$ cat config.mk
export PLATFORM = sky130hd
export DESIGN_NAME = pipe_hazard_ctrl
export DESIGN_NICKNAME = d
export VERILOG_FILES = /design/src/rtl/pipe_pkg.sv /design/src/rtl/sat_counter.sv /design/src/rtl/pipe_hazard_ctrl.sv
export SDC_FILE = /design/constraint.sdc
export NUM_CORES = 1
export LEC_CHECK = 0
export CORE_ASPECT_RATIO = 0.8
export CORE_MARGIN = 2
export CORE_UTILIZATION = 52
export CTS_BUF_LIST = sky130_fd_sc_hd__clkbuf_8
export DETAILED_ROUTE_END_ITERATION = 10
export PLACE_DENSITY = 0.89
export SYNTH_ARGS = -nofsm -noshare
export SYNTH_HDL_FRONTEND = slang
export SYNTH_SLANG_ARGS = --single-unit
export TNS_END_PERCENT = 10
$ cat constraint.sdc
create_clock -name clk -period 2.81 [get_ports clk]
set_input_delay 0.7025 -clock clk [delete_from_list [all_inputs] [get_ports clk]]
set_output_delay 0.7025 -clock clk [all_outputs]
set_load 0.1 [all_outputs]
$ cat src/rtl/pipe_pkg.sv
// pipe_pkg: shared encodings for the pipeline front-end hazard control
package pipe_pkg;
    typedef enum logic [1:0] {
        ST_RUN       = 2'd0,
        ST_LU_STALL  = 2'd1,
        ST_IMEM_WAIT = 2'd2
    } state_t;
    localparam logic [4:0]  REG_ZERO  = 5'd0;
    localparam logic [31:0] NOP_INSTR = 32'h0000_0000;
endpackage

$ cat src/rtl/sat_counter.sv
// sat_counter: W-bit up-counter that sticks at all-ones, cleared by rst or clr
module sat_counter #(
    parameter int W = 32
) (
    input  logic         clk,
    input  logic         rst,
    input  logic         clr,
    input  logic         inc,
    output logic [W-1:0] q
);
    // clear wins over increment; hold once all-ones is reached
    always_ff @(posedge clk)
        if (rst || clr) q <= '0;
        else if (inc && q != '1) q <= q + W'(1);
endmodule

$ cat src/rtl/pipe_hazard_ctrl.sv
// pipe_hazard_ctrl: PC enable and IF/ID, ID/EX hold/flush sequencing with perf counters
module pipe_hazard_ctrl
    import pipe_pkg::*;
#(
    parameter int LU_STALL_CYCLES = 1,
    parameter int CNT_W           = 32
) (
    input  logic             clk,
    input  logic             rst,
    input  logic [4:0]       id_rs,
    input  logic [4:0]       id_rt,
    input  logic             id_use_rs,
    input  logic             id_use_rt,
    input  logic             ex_mem_read,
    input  logic [4:0]       ex_rd,
    input  logic             ex_br_taken,
    input  logic             imem_ready,
    input  logic             clr_cnt,
    output logic             pc_we,
    output logic             ifid_hold,
    output logic             ifid_flush,
    output logic             idex_flush,
    output logic [CNT_W-1:0] stall_cnt,
    output logic [CNT_W-1:0] flush_cnt
);
    state_t     state, state_n;
    logic [3:0] lu_cnt, lu_cnt_n;
    logic       lu_haz, lu_act, wait_act;

    assign lu_haz = ex_mem_read && ex_rd != REG_ZERO &&
                    ((id_use_rs && id_rs == ex_rd) || (id_use_rt && id_rt == ex_rd));

    // state and stall-length register
    always_ff @(posedge clk)
        if (rst) begin
            state  <= ST_RUN;
            lu_cnt <= 4'd0;
        end else begin
            state  <= state_n;
            lu_cnt <= lu_cnt_n;
        end

    // next state: branch beats load-use beats imem wait; the stall is not re-evaluated
    always_comb begin
        state_n  = ST_RUN;
        lu_cnt_n = lu_cnt;
        if (ex_br_taken) begin
            lu_cnt_n = 4'd0;
        end else if (state == ST_LU_STALL) begin
            lu_cnt_n = lu_cnt - 4'd1;
            state_n  = lu_cnt == 4'd1 ? ST_RUN : ST_LU_STALL;
        end else if (lu_haz) begin
            lu_cnt_n = LU_STALL_CYCLES > 1 ? 4'(LU_STALL_CYCLES - 1) : 4'd0;
            state_n  = LU_STALL_CYCLES > 1 ? ST_LU_STALL : ST_RUN;
        end else if (!imem_ready) begin
            state_n  = ST_IMEM_WAIT;
        end
    end

    // Mealy controls; reset forces a frozen PC with both registers bubbled
    always_comb begin
        lu_act     = !ex_br_taken && (state == ST_LU_STALL || lu_haz);
        wait_act   = !ex_br_taken && !lu_act && !imem_ready;
        pc_we      = !rst && !lu_act && !wait_act;
        ifid_hold  = !rst && lu_act;
        ifid_flush = rst || ex_br_taken || wait_act;
        idex_flush = rst || ex_br_taken || lu_act;
    end

    // control invariants
    always_ff @(posedge clk) begin
        assert (!(ifid_hold && ifid_flush));
        assert (pc_we || ifid_hold || ifid_flush);
    end

    sat_counter #(.W(CNT_W)) u_stall_cnt (
        .clk(clk), .rst(rst), .clr(clr_cnt), .inc(!pc_we), .q(stall_cnt)
    );

    sat_counter #(.W(CNT_W)) u_flush_cnt (
        .clk(clk), .rst(rst), .clr(clr_cnt), .inc(ex_br_taken), .q(flush_cnt)
    );
endmodule
==> flow_summary.ini <==
[status]
status = finished clean

[global_routing]
grt_antenna_before_repair = 0
grt_pass1_vias = 4000
gr-total-overflow = 0
grt_pass1_wl_mm = 19.0
gr-usage-all-layers_pct = 28.5
grt_max_degree = 31

[power]
leakage_nw = 1.92
ir_worst_vdd_v = 0.000247
power_density_nw_per_um2 = 394

[die]
rows = 28
die_x_um = 102
die-area_um2 = 8370
start_util_pct = 53.8
ios = 91
fp.dieH_um = 82.2
coreArea_um2 = 7390

[clock_tree]
cts_made_buffers = 9
htreeDepth = 3
clock_path_buffers = 2
clk_pin_slew_worst_paths_ns = 0.08
cts_sinks = 70
clockRootBuffer = clkbuf_8
cts_tree = yes
clock_latency_ns = 0.35

[synthesis]
synth_area_um2 = 3980
synthSimpleGateAreaFrac_pct = 34.5
ys_types = 48
ys.flop_type = dfxtp_1
synth_edf_count = 0
yosysWarnings = 0
synthCells = 491
ys_ff_latch = 70
synth_nets = 518
yosys-mux-area-fraction_pct = 7.05
synth_top_family_by_area = simple AND/OR/NAND/NOR gates
avgSynthCellArea_um2 = 8.10
synthXorXnorAreaFrac_pct = 3.74
synth_fa_ha_area_share_pct = 1.26
seq_area_frac_synth_pct = 35.2
synthArstFlopShare_pct = 0
synth_compound_area_share_pct = 14.5

[worst_setup_path]
r2r_slack_ns = 0.41
end_kind = primary output
reg2reg_from = u_flush_cnt.q[0]
path_max_fanout = 4
ff2ff_path_depth = 6
cp.arrival_ns = 2.04
crit_type = in -> out
r2r_end = u_flush_cnt.q[16]
required_ns = 2.11
startpoint_type = primary input

[sta]
finalSetupViolCount = 0
hold_violations = 0
period_needed_ns = 2.74
skew_ns = 0.00924
drv_slew = 0
finalCritPeriodShare_pct = 97.6
setup_slack_ns = 0.0666
fmax_mhz = 365
grt_setup_unrepaired = no
slew-limit-headroom_pct = 50.2
fin_setup_tns_ns = 0
tightest_slew_ns = 0.740

[placement]
port_buffers = 90
dp_cells = 693
dp_slack_ns = -0.376
gp_congestion = 0.934
hpwl_mm = 8.29
dpl_cell_area_um2 = 5090

[final_layout]
nets = 627
stdcell_count = 710
register_area_um2 = 1400
finish.utilization_pct = 72.6
final_area_um2 = 5370
area_delta_synth_final_pct = 34.9
layout-drive-gt1-share_pct = 24.3
diodes = 0
n_fill_cell = 573
layout_common_cells = 94 x buf_4, 70 x dfxtp_1, 63 x nand2_1
final_common_cell = buf_4
multi_input_area_um2 = 2540

[routing]
drcViolationCount = 0
antenna_left = 0
drt-total-wl_mm = 12.0
drt_iter0_markers = 330
viasPerCell = 6.10
vias = 4332
post_drt_wl_per_cell_um = 16.8
dr.pass1.iters = 5

[worst_hold_path]
hold_end = lu_cnt[3]
min_path_type = reg -> reg
holdPathStages = 1
worstHoldStart = lu_cnt[3]

[flow_run]
drv_cap = 0
per-layer routing:
layer	track usage [%]	vias up	wire length, um
met5	0	-	0
met2	46.6	180	5670
met3	6.31	14	948
met1	37.8	2050	5210
met4	8.38	0	129
li1	-	2088	-
state kept, by name, indices dropped and copies added (netlist names):
name           cells
u_flush_cnt.q     32
state              2
lu_cnt             4
u_stall_cnt.q     32
layout make-up:
type	count	share of cell area, %
sequential	70	26.1
clock buffer	11	2.82
inverter	10	0.699
multi-input combinational	384	47.3
clock inverter	5	1.07
tap	105	2.45
timing repair buffer	125	19.5
report_power, final:
| group | internal (mW) | switching (mW) |
|---|---|---|
| clock | 0.457 | 0.405 |
| combinational | 0.107 | 0.146 |
| sequential | 0.994 | 0.00365 |
through the flow:
step	hold slack, ns	power, mW
6_report	0.475	2.11
5_1_grt	0.513	2.17
4_1_cts	0.471	2.11
3_5_place_dp	0.453	1.26
3_3_place_gp	0.446	1.26
2_1_floorplan	0.432	1.15
Yosys cell counts (2+ instances only):
| master | instances | area share (%) |
|---|---|---|
| dfxtp_1 | 70 | 35 |
| nand2_1 | 64 | 6.0 |
| or3_1 | 39 | 6.1 |
| a21oi_1 | 28 | 3.5 |
| mux2i_1 | 28 | 7.0 |
| nand4_1 | 27 | 4.2 |
| nor4_1 | 26 | 4.1 |
| nand3_1 | 21 | 2.6 |
| clkbuf_1 | 18 | 1.7 |
| nor2_1 | 18 | 1.7 |
| o21ai_0 | 18 | 2.3 |
| xnor2_1 | 16 | 3.5 |
| and4_1 | 14 | 3.1 |
| or4_1 | 13 | 2.5 |
| o31ai_1 | 12 | 2.3 |
| inv_1 | 10 | 0.94 |
| and3_1 | 8 | 1.3 |
| buf_2 | 7 | 0.88 |
| and2_1 | 6 | 0.94 |
| ha_1 | 4 | 1.3 |
| nor3_1 | 4 | 0.50 |
| o21a_1 | 4 | 0.75 |
| a2111oi_2 | 2 | 0.75 |
| a311oi_1 | 2 | 0.44 |
| a41oi_1 | 2 | 0.44 |
| buf_1 | 2 | 0.19 |
| nand2b_1 | 2 | 0.31 |
| nor2b_1 | 2 | 0.31 |
| o221a_2 | 2 | 0.57 |
| o22ai_1 | 2 | 0.31 |
| o311ai_0 | 2 | 0.44 |
| o31a_1 | 2 | 0.44 |
cells by family after synthesis:
family / after synthesis
AND/OR/NAND/NOR: 248
buffers and inverters: 37
flip-flops: 70
multiplexers: 28
adder cells (fa/ha/maj): 4
AO/OA/AOI/OAI: 87
XOR/XNOR: 17
critical path, cell delays in order:
cell and delay (ns):
dlygate4sd2_1 0.26, xnor2_2 0.12, nand4_1 0.15, o22a_1 0.26
o21ai_4 0.19, and2_4 0.19, buf_12 0.16
worst max-delay path by stage:
stage | start | endpoint | slack, ns | cells after the start
final | id_rs[1] | ifid_hold | 0.07 | 7
after global placement | ex_rd[1] | idex_flush | -0.28 | 6
after detailed placement | ex_rd[1] | pc_we | -0.38 | 6
after CTS | ex_rd[0] | ifid_hold | 0.0002 | 7
after global routing | ex_rd[3] | ifid_hold | 0.002 | 8
after floorplan | u_flush_cnt.q[0] | u_flush_cnt.q[0] | -0.03 | 8
repair_timing:
action / 4_1_cts / 5_1_grt
gates resized for setup: 41 / 9
pin swaps: 16 / 12
endpoints found under the setup margin: 4 / 4
hold buffers: 0 / 0
setup buffers: 1 / 0
Power figures use the tool's default switching activity.
